$ cat config.mk
export PLATFORM = sky130hd
export DESIGN_NAME = vid_sync_ctrl
export DESIGN_NICKNAME = d
export VERILOG_FILES = /design/src/rtl/vid_sync_ctrl_pkg.sv /design/src/rtl/vid_sync_ctrl_sync_edge_det.sv /design/src/rtl/vid_sync_ctrl.sv
export SDC_FILE = /design/constraint.sdc
export NUM_CORES = 1
export LEC_CHECK = 0
export CAP_MARGIN = 20
export CORE_ASPECT_RATIO = 2
export CORE_UTILIZATION = 55
export DETAILED_ROUTE_END_ITERATION = 12
export MAX_ROUTING_LAYER = met4
export PLACE_DENSITY = 0.84
export SLEW_MARGIN = 0
export SYNTH_ARGS = -nofsm -noshare
export SYNTH_HDL_FRONTEND = slang
export SYNTH_SLANG_ARGS = --single-unit
$ cat constraint.sdc
create_clock -name clk -period 4 [get_ports clk]
set_input_delay 0.6 -clock clk [delete_from_list [all_inputs] [get_ports clk]]
set_output_delay 0.6 -clock clk [all_outputs]
set_load 0.01 [all_outputs]
$ cat src/rtl/vid_sync_ctrl_pkg.sv
// vid_ctrl_pkg: shared types and constants for the video sync controller.
//   vs_state_e : lock state machine encoding
//   XW_DEF/YW_DEF : default coordinate widths
//   CNT_W : width of the frame match counter
package vid_ctrl_pkg;

   typedef enum logic [1:0] {
      SEARCH  = 2'd0,
      MEASURE = 2'd1,
      VERIFY  = 2'd2,
      LOCKED  = 2'd3
   } vs_state_e;

   localparam int XW_DEF = 12;
   localparam int YW_DEF = 11;
   localparam int CNT_W  = 4;

endpackage

$ cat src/rtl/vid_sync_ctrl_sync_edge_det.sv
// sync_edge_det: two-stage sampler for vde/hsync/vsync with edge pulses.
//   clk, rst      : pixel clock, async active-high reset
//   vde_i, hsync_i, vsync_i : raw sync inputs (vsync polarity set by VS_POL)
//   vde_o         : stage-1 vde level
//   hs_o          : stage-2 hsync level
//   vde_rise_o/vde_fall_o/vs_rise_o : edges between stage 1 and stage 2
// vsync is normalised to active-high before sampling.
module sync_edge_det #(
   parameter int VS_POL = 1
)(
   input  logic clk,
   input  logic rst,
   input  logic vde_i,
   input  logic hsync_i,
   input  logic vsync_i,
   output logic vde_o,
   output logic hs_o,
   output logic vde_rise_o,
   output logic vde_fall_o,
   output logic vs_rise_o
);

   logic vs_n;
   logic vde_s1_q, vde_s2_q, hs_s1_q, hs_s2_q, vs_s1_q, vs_s2_q;

   assign vs_n = (VS_POL != 0) ? vsync_i : ~vsync_i;

   always_ff @(posedge clk or posedge rst) begin
      if (rst) begin
         vde_s1_q <= 1'b0;
         vde_s2_q <= 1'b0;
         hs_s1_q  <= 1'b0;
         hs_s2_q  <= 1'b0;
         vs_s1_q  <= 1'b0;
         vs_s2_q  <= 1'b0;
      end else begin
         vde_s1_q <= vde_i;
         vde_s2_q <= vde_s1_q;
         hs_s1_q  <= hsync_i;
         hs_s2_q  <= hs_s1_q;
         vs_s1_q  <= vs_n;
         vs_s2_q  <= vs_s1_q;
      end
   end

   assign vde_o      = vde_s1_q;
   assign hs_o       = hs_s2_q;
   assign vde_rise_o = vde_s1_q & ~vde_s2_q;
   assign vde_fall_o = ~vde_s1_q & vde_s2_q;
   assign vs_rise_o  = vs_s1_q & ~vs_s2_q;

endmodule

$ cat src/rtl/vid_sync_ctrl.sv
// vid_sync_ctrl: pixel-domain sync tracker, resolution measurement and lock.
//   clk, rst        : pixel clock, async active-high reset
//   vde_i/hsync_i/vsync_i : incoming video timing
//   en_i            : processing enable request
//   pix_valid_o, x_o, y_o : pixel qualifier and coordinates (2-cycle latency)
//   line_start_o, frame_start_o : 1-cycle strobes
//   h_active_o, v_active_o : captured resolution
//   locked_o, proc_en_o : lock status and frame-aligned processing enable
//   wdog_o          : watchdog expiry pulse
// Optional watchdog built only when VID_SYNC_WDOG_EN is defined.
module vid_sync_ctrl
   import vid_ctrl_pkg::*;
#(
   parameter int XW          = XW_DEF,
   parameter int YW          = YW_DEF,
   parameter int LOCK_FRAMES = 2,
   parameter int VS_POL      = 1,
   parameter int WDOG_CYCLES = 2000000
)(
   input  logic          clk,
   input  logic          rst,
   input  logic          vde_i,
   input  logic          hsync_i,
   input  logic          vsync_i,
   input  logic          en_i,
   output logic          pix_valid_o,
   output logic [XW-1:0] x_o,
   output logic [YW-1:0] y_o,
   output logic          line_start_o,
   output logic          frame_start_o,
   output logic [XW-1:0] h_active_o,
   output logic [YW-1:0] v_active_o,
   output logic          locked_o,
   output logic          proc_en_o,
   output logic          wdog_o
);

   localparam logic [CNT_W-1:0] LOCK_N = CNT_W'(LOCK_FRAMES);

   logic vde_s1, vde_rise, vde_fall, vs_rise, hs_lvl, unused_hs;
   logic en_s1_q, pix_valid_q, line_start_q, frame_start_q, locked_q, wdog_q;
   logic proc_en_q, proc_en_d, wd_hit;
   logic first_q, first_d, dirty_q, dirty_d;
   logic [XW-1:0] x_q, x_d, meas_w_q, meas_w_d, h_act_q, h_act_d;
   logic [XW-1:0] w, ref_w, meas_w_eff;
   logic [YW-1:0] y_q, y_d, y_inc, height, v_act_q, v_act_d;
   logic [CNT_W-1:0] cnt_q, cnt_d, cnt_inc;
   logic ovf, cap_first, line_bad;
   vs_state_e state_q, state_d;

   sync_edge_det #(.VS_POL(VS_POL)) u_edge (
      .clk(clk), .rst(rst), .vde_i(vde_i), .hsync_i(hsync_i), .vsync_i(vsync_i),
      .vde_o(vde_s1), .hs_o(hs_lvl), .vde_rise_o(vde_rise), .vde_fall_o(vde_fall),
      .vs_rise_o(vs_rise)
   );

   // hsync is sampled for alignment only; nothing counts on it.
   assign unused_hs = hs_lvl;

   // Line width is x+1; x stuck at all-ones means the width cannot be represented.
   assign ovf        = (x_q == '1);
   assign w          = x_q + 1'b1;
   assign y_inc      = (y_q == '1) ? y_q : y_q + 1'b1;
   // A line ending in the vsync cycle belongs to the frame that is closing.
   assign height     = vde_fall ? y_inc : y_q;
   assign cap_first  = (state_q == MEASURE) && first_q;
   assign ref_w      = (state_q == MEASURE) ? meas_w_q : h_act_q;
   assign line_bad   = vde_fall && (ovf || (!cap_first && (w != ref_w)));
   assign meas_w_eff = (vde_fall && cap_first) ? w : meas_w_q;
   assign cnt_inc    = cnt_q + 1'b1;

   always_comb begin
      x_d = x_q;
      if (vde_s1) x_d = vde_rise ? '0 : (ovf ? x_q : x_q + 1'b1);
      y_d = vs_rise ? '0 : (vde_fall ? y_inc : y_q);
   end

`ifdef VID_SYNC_WDOG_EN
   localparam int WDW = $clog2(WDOG_CYCLES + 1);
   localparam logic [WDW-1:0] WD_MAX = WDW'(WDOG_CYCLES);
   logic [WDW-1:0] wd_q, wd_d;

   // Counter parks at WD_MAX until the next frame so only one pulse fires.
   always_comb begin
      wd_d   = wd_q;
      wd_hit = 1'b0;
      if (vs_rise) begin
         wd_d = '0;
      end else if (wd_q != WD_MAX) begin
         wd_d   = wd_q + 1'b1;
         wd_hit = (wd_d == WD_MAX);
      end
   end

   always_ff @(posedge clk or posedge rst) begin
      if (rst) wd_q <= '0;
      else     wd_q <= wd_d;
   end
`else
   localparam int unused_wdog_cycles = WDOG_CYCLES;
   assign wd_hit = 1'b0;
`endif

   always_comb begin
      state_d  = state_q;
      first_d  = first_q;
      dirty_d  = dirty_q;
      meas_w_d = meas_w_q;
      h_act_d  = h_act_q;
      v_act_d  = v_act_q;
      cnt_d    = cnt_q;
      case (state_q)
         SEARCH: begin
            if (vs_rise) begin
               state_d = MEASURE;
               first_d = 1'b1;
               dirty_d = 1'b0;
            end
         end
         MEASURE: begin
            if (vde_fall) begin
               if (first_q) begin
                  meas_w_d = w;
                  first_d  = 1'b0;
               end
               if (line_bad) dirty_d = 1'b1;
            end
            if (vs_rise) begin
               first_d = 1'b1;
               dirty_d = 1'b0;
               if (!dirty_q && !line_bad && (height != '0)) begin
                  state_d = VERIFY;
                  h_act_d = meas_w_eff;
                  v_act_d = height;
                  cnt_d   = CNT_W'(1);
               end
            end
         end
         VERIFY, LOCKED: begin
            if (vs_rise) begin
               first_d = 1'b1;
               dirty_d = 1'b0;
               if (!line_bad && (height == v_act_q) && (height != '0)) begin
                  if (state_q == VERIFY) begin
                     cnt_d = cnt_inc;
                     if (cnt_inc >= LOCK_N) state_d = LOCKED;
                  end
               end else begin
                  state_d = MEASURE;
               end
            end else if (line_bad) begin
               // Mid-frame drop: mark dirty so the partial frame is never captured.
               state_d = MEASURE;
               first_d = 1'b1;
               dirty_d = 1'b1;
            end
         end
         default: state_d = SEARCH;
      endcase
      if (wd_hit) state_d = SEARCH;
   end

   // Enable samples the request only on the frame strobe; any lock loss clears it at once.
   always_comb begin
      proc_en_d = proc_en_q;
      if (frame_start_q) proc_en_d = locked_q & en_s1_q;
      if (state_d != LOCKED) proc_en_d = 1'b0;
   end

   always_ff @(posedge clk or posedge rst) begin
      if (rst) begin
         state_q       <= SEARCH;
         first_q       <= 1'b1;
         dirty_q       <= 1'b0;
         meas_w_q      <= '0;
         h_act_q       <= '0;
         v_act_q       <= '0;
         cnt_q         <= '0;
         x_q           <= '0;
         y_q           <= '0;
         en_s1_q       <= 1'b0;
         pix_valid_q   <= 1'b0;
         line_start_q  <= 1'b0;
         frame_start_q <= 1'b0;
         locked_q      <= 1'b0;
         proc_en_q     <= 1'b0;
         wdog_q        <= 1'b0;
      end else begin
         state_q       <= state_d;
         first_q       <= first_d;
         dirty_q       <= dirty_d;
         meas_w_q      <= meas_w_d;
         h_act_q       <= h_act_d;
         v_act_q       <= v_act_d;
         cnt_q         <= cnt_d;
         x_q           <= x_d;
         y_q           <= y_d;
         en_s1_q       <= en_i;
         pix_valid_q   <= vde_s1;
         line_start_q  <= vde_rise;
         frame_start_q <= vs_rise;
         locked_q      <= (state_d == LOCKED);
         proc_en_q     <= proc_en_d;
         wdog_q        <= wd_hit;
      end
   end

   assign pix_valid_o   = pix_valid_q;
   assign x_o           = x_q;
   assign y_o           = y_q;
   assign line_start_o  = line_start_q;
   assign frame_start_o = frame_start_q;
   assign h_active_o    = h_act_q;
   assign v_active_o    = v_act_q;
   assign locked_o      = locked_q;
   assign proc_en_o     = proc_en_q;
   assign wdog_o        = wdog_q;

endmodule

## Yosys cells after proc, flatten, opt, wreduce, memory -nomap -nowiden

Cells that the tools add are included.

| word-level totals | value |
|---|---|
| flip-flop bits (word level) | 75 |
| bits of input ports | 6 |
| word-level logic and storage cells | 106 |

| cells by class | value |
|---|---|
| $add $sub $neg | 3 |
| order comparisons | 1 |
| eq/ne operators | 18 |
| multiplexer cells | 36 |
| bitwise logic cells | 7 |
| reductions and logical operators | 23 |

Operators by type and width:

| operator | count |
|---|---|
| $mux W12 | 4 |
| $mux W11 | 3 |
| $mux W4 | 5 |
| $mux W2 | 8 |
| $ne A2 B2 Y1 const B | 7 |
| $add A12 B1 Y12 const B | 1 |
| $eq A12 B12 Y1 const B | 1 |
| $mux W1 | 12 |
| $ne A12 B12 Y1 | 1 |
| $add A11 B1 Y11 const B | 1 |
| $eq A11 B11 Y1 | 1 |
| $eq A11 B11 Y1 const B | 1 |
| $reduce_bool A11 Y1 | 1 |
| $reduce_and A3 Y1 | 3 |
| $logic_and A1 B1 Y1 | 8 |
| $pmux W4 S2 | 1 |
| $eq A2 B2 Y1 const B | 3 |
| $ne A3 B3 Y1 const B | 2 |
| $pmux W1 S3 | 2 |
| $pmux W2 S3 | 1 |
| $reduce_and A6 Y1 | 1 |
| $add A4 B1 Y4 const B | 1 |
| $and A1 B1 Y1 | 4 |
| $ge A4 B2 Y1 const B | 1 |
| other kinds (9) | 15 |

## Longest topological paths before layout

| depth | value |
|---|---|
| word-level depth | 14 |
| mapped depth | 14 |
| mapped depth without buffers | 10 |

## Cells and area by module

Synthesis repeated with hierarchy kept, for this count alone.

| second synthesis, totals | value |
|---|---|
| cell total of the unflattened synthesis | 435 |
| area total of the unflattened synthesis | 4459.3 µm² |

By module, submodules not included:

| module | times used | cells each | area an instance (µm²) | sequential area each (µm²) |
|---|---|---|---|---|
| vid_sync_ctrl | 1 | 425 | 4284.1 | 1803.0 |
| sync_edge_det | 1 | 10 | 175.2 | 150.1 |

## Worst setup path before layout

No wires, ideal clock.

| timing | value |
|---|---|
| path kind | register to register |
| start | register y_q[0] (netlist: y_o[0]) |
| end | register cnt_q[0] |
| arrival time | 3.094 ns |
| required time | 3.875 ns |
| setup slack | 0.781 ns |
| stages on the path, launching flop included | 11 |
| cell sequence | dfrtp_1 ha_1 nand2_1 or4_2 o211ai_2 xnor2_2 nand4_1 or4_4 o21ba_2 nor2_1 mux2_2 |

| between the ends | value |
|---|---|
| cells in the longest elaborated chain, start to end | 8 |

Ends and longest elaborated chain:

| what | RTL line | RTL |
|---|---|---|
| from (decl) | vid_sync_ctrl.sv:46 | `logic [YW-1:0] y_q, y_d, y_inc, height, v_act_q, v_act_d;` |
| from (signal assigned) | vid_sync_ctrl.sv:197 | `y_q <= y_d;` |
| $add A11 B1 Y11 or $eq A11 B11 Y1 (tied branches) | vid_sync_ctrl.sv:63 | `assign y_inc = (y_q == '1) ? y_q : y_q + 1'b1;` |
| $mux W11 | vid_sync_ctrl.sv:63 |  |
| $mux W11 * | - |  |
| $eq A11 B11 Y1 | vid_sync_ctrl.sv:143 | `if (!line_bad && (height == v_act_q) && (height != '0)) begin` |
| $logic_and A1 B1 Y1 (2 in series) | vid_sync_ctrl.sv:143 |  |
| $ne A2 B2 Y1 (no line) | - |  |
| $reduce_and A6 Y1 (no line) * | - |  |
| to (signal assigned) | vid_sync_ctrl.sv:195 | `cnt_q <= cnt_d;` |
| to (decl) | vid_sync_ctrl.sv:47 | `logic [CNT_W-1:0] cnt_q, cnt_d, cnt_inc;` |

Every way passes the cells marked *; elsewhere a longest branch is shown, timed or not.
A chain may end at the register's enable or synchronous reset.

## Final worst setup path

| timing | value |
|---|---|
| start | register x_q[0] (netlist: x_o[0]) |
| end | register h_act_q[1] (netlist: h_active_o[1]) |

| between the ends | value |
|---|---|
| cells in the longest elaborated chain, start to end | 9 |

Ends and longest elaborated chain:

| what | RTL line | RTL |
|---|---|---|
| from (decl) | vid_sync_ctrl.sv:44 | `logic [XW-1:0] x_q, x_d, meas_w_q, meas_w_d, h_act_q, h_act_d;` |
| from (signal assigned) | vid_sync_ctrl.sv:179 | `x_q <= '0;` |
| from (signal assigned) | vid_sync_ctrl.sv:196 | `x_q <= x_d;` |
| $add A12 B1 Y12 | vid_sync_ctrl.sv:62 | `assign w = x_q + 1'b1;` |
| $ne A12 B12 Y1 | vid_sync_ctrl.sv:68 | `assign line_bad = vde_fall && (ovf \|\| (!cap_first && (w != ref_w)));` |
| $logic_and A1 B1 Y1 | vid_sync_ctrl.sv:68 |  |
| $logic_or A1 B1 Y1 | vid_sync_ctrl.sv:68 |  |
| $logic_and A1 B1 Y1 | vid_sync_ctrl.sv:68 |  |
| $logic_not A1 Y1 | vid_sync_ctrl.sv:131 | `if (!dirty_q && !line_bad && (height != '0)) begin` |
| $logic_and A1 B1 Y1 (2 in series) | vid_sync_ctrl.sv:131 |  |
| $reduce_and A3 Y1 (no line) | - |  |
| to (signal assigned) | vid_sync_ctrl.sv:193 | `h_act_q <= h_act_d;` |
| to (decl) | vid_sync_ctrl.sv:44 |  |

Parallel ways exist; a longest one is shown, timed or not.

==> metrics.txt <==
status completed; grt total ovfl 0; FILL cells between 600 and 700; TritonCTS Buffers 9; Psw 0.7021 mW; fin area just over 0.005 mm^2; Area growth, synth to finish 22.17%; Syn Nets 438; period utilisation layout 88.78%; die area 0.008093 mm^2; tightest hold margin 0.3738 ns; Lkg Pwr 2.267 nW; drt total wl 10570 um; final hold violation count 0; yosys warns 0; Mapped Area 0.004244 mm^2; Gate Count Post-Synth 428; DR vias 3510; Fmax 0.2816 GHz; RSZ-0062 raised after global routing false; initial antenna violation count 0; Hold Crit Class reg -> reg; Clock Latency Late Sink 0.34 ns; synth cell count leaders dfrtp_1 (74), nand2_1 (51), mux2_2 (28); vias per cell approximately 6.0; clk buf depth 2; most common cell in the synthesized netlist dfrtp_1; largest net degree at the start of global routing 49; sequential power share around two fifths; grt met3 use 6.250%; Seq cells post-synth 75; Net Sw Frac 29.63%; EDFF count, synth 0; Worst Skew 0.005304 ns; met1 Use GR between 20% and 30%; core footprint 0.007545 mm^2; setup_tns 0 ns; Die X around 64 um; clock share of power 34.4%; Crit Path Max Fanout 19; ANT cells 0; Final Util between 60% and 70%; crit path capture type flip-flop; max_cap viols 0; Initial Utilization 56.25%; dominant cells by area after synthesis dfrtp_1 (44%), mux2_2 (7.4%), nand2_1 (4.5%); fin crit period approximately 3.6 ns; Worst Setup Start Kind flip-flop; drt drc 0; H-Tree Depth 3; Final Power 2.369 mW; DP Wirelength 7652 um; drt pass-1 iters 5; register area about 0.0019 mm^2; Power Density between 400 and 500 mW/mm^2; chip height about 130 um; Top FF cell, synth dfrtp_1; Data arrival, critical path approximately 3.8 ns; final non-filler cell total 581; Worst-path clk slew 0.06 ns; IO buf count 55; WL/cell 18.19 um; post-CTS setup buffer count 0; Resized cells post-CTS 0; final worst slack 0.4486 ns; area share of the largest cell type after synthesis 43.63%; layout cells sized above 1 14.58%; Gate power share 25.9%; Setup CP Type reg -> reg; wire length of the first global-routing pass 17490 um; Cells after DPL 565; share of synthesized registers carrying an async set or reset 100.0%; area post-placement 0.004862 mm^2; Required @ worst endpoint 4.22 ns; Synth Area per Inst slightly below 10 um^2; CTS tree yes; # nets final about 500; initial drt markers 250; gr usage total 29.55%; internal power 1.667 mW; sequential share of the synthesized area 44.25%; Clock Tree Root clkbuf_16; GPL Wtd Cong 0.9232; Place WS 0.5297 ns; footprint of the multi-input gates 0.002203 mm^2; Slew @ Worst Pin roughly 0.73 ns; Sink Count 75; Final ANT Viol Nets 0; hold buffers post-CTS 0; # rows 45; Yosys top cell by area dfrtp_1; vias in the first global route 3649; fin. max-slew vios 0; synth unique cells 64; slew margin rel. 51.31%; Final Setup Violations 0; gr busiest metal met2; GR Util met2 a little over 50%; Peak VDD IR about 460 uV; I/O pin count 58
-- power groups by stage --
stage / Combinational, mW / Sequential (mW) / Clock, mW
after detailed placement: 0.605 / 0.949 / 0
after floorplan: 0.427 / 0.936 / 0
final: 0.615 / 0.938 / 0.816
after global routing: 0.665 / 0.951 / 0.867
after global placement: 0.592 / 0.943 / 0
after CTS: 0.614 / 0.937 / 0.835
-- placed cells by master (no fill, tap or decap), drive strengths merged, types with 5 or more instances in the layout --
cell,netlist,layout
dfrtp,74,74
clkdlybuf4s50,0,55
nand2,51,51
mux2,28,28
nor2,26,26
o21ai,23,23
nand3,22,22
xnor2,21,21
a21oi,17,17
mux2i,16,16
inv,12,12
xor2,11,11
and2,11,11
clkbuf,6,11
buf,15,10
nand4,9,9
nor2b,7,7
nor3,7,7
o31ai,7,7
and3,5,5
-- sequential cells by signal, indices dropped and copies added (netlist names) --
register and count:
meas_w_q 12, proc_en_o 1, line_start_o 1, y_o 11, cnt_q 4, first_q 1, dirty_q 1, x_o 12
u_edge.vs_s2_q 1, en_s1_q 1, frame_start_o 1, u_edge.vde_s2_q 1, v_active_o 11, u_edge.vs_s1_q 1, locked_o 1, u_edge.vde_o 1
h_active_o 12, state_q 2
-- final timing paths --
kind	start	slack [ns]	cells after the start	endpoint
min in group asynchronous	rst	0.46	2	x_o[8]$_DFFE_PP0P_
max in group asynchronous	rst	2.77	4	meas_w_q[8]$_DFFE_PP0P_
max reg2reg	x_o[0]$_DFFE_PP0P_	0.45	11	h_active_o[1]$_DFFE_PP0P_
min	u_edge.vs_s1_q$_DFF_PP0_	0.37	0	u_edge.vs_s2_q$_DFF_PP0_
max	x_o[0]$_DFFE_PP0P_	0.45	11	h_active_o[1]$_DFFE_PP0P_
min reg2reg	u_edge.vs_s1_q$_DFF_PP0_	0.37	0	u_edge.vs_s2_q$_DFF_PP0_
-- routing by layer --
layer | share of wire (%) | vias up
met5 | 0 | -
met4 | 5.7 | 0
met3 | 4.3 | 44
met2 | 56 | 138
met1 | 34 | 1698
li1 | - | 1630
-- worst max-delay path, stage by stage, from the launching register on --
cell and delay, ns:
dfrtp_1 0.54, ha_1 0.33, nand4_1 0.23, nor2_1 0.26, xor2_1 0.40, xnor2_1 0.15, nor4_1 0.38, nand4_1 0.14
o2bb2ai_1 0.26, nand2b_1 0.22, buf_4 0.23, mux2_2 0.30
-- cells by family (layout without fill, tap and decap cells) --
kind of cell,after synthesis,in the layout,share of synthesized area (%)
and+or+nand+nor,165,165,20.90
DFF,75,75,44.25
AOI/OAI and AO/OA,73,73,11.23
muxes,44,44,11.20
xor gates and xnor gates,33,33,7.311
buffers and inverters,33,92,3.832
adders and majority gates,4,4,1.179
other,1,1,0.08836
-- layout make-up --
type / count / area share, %
Clock buffer: 11 / 4.875
Clock inverter: 4 / 0.9653
Inverter: 12 / 0.8687
Multi-Input combinational cell: 320 / 42.50
Sequential cell: 75 / 36.22
Tap cell: 94 / 2.268
Timing Repair Buffer: 65 / 12.31
Note: power is estimated with default switching activity, not from simulation.
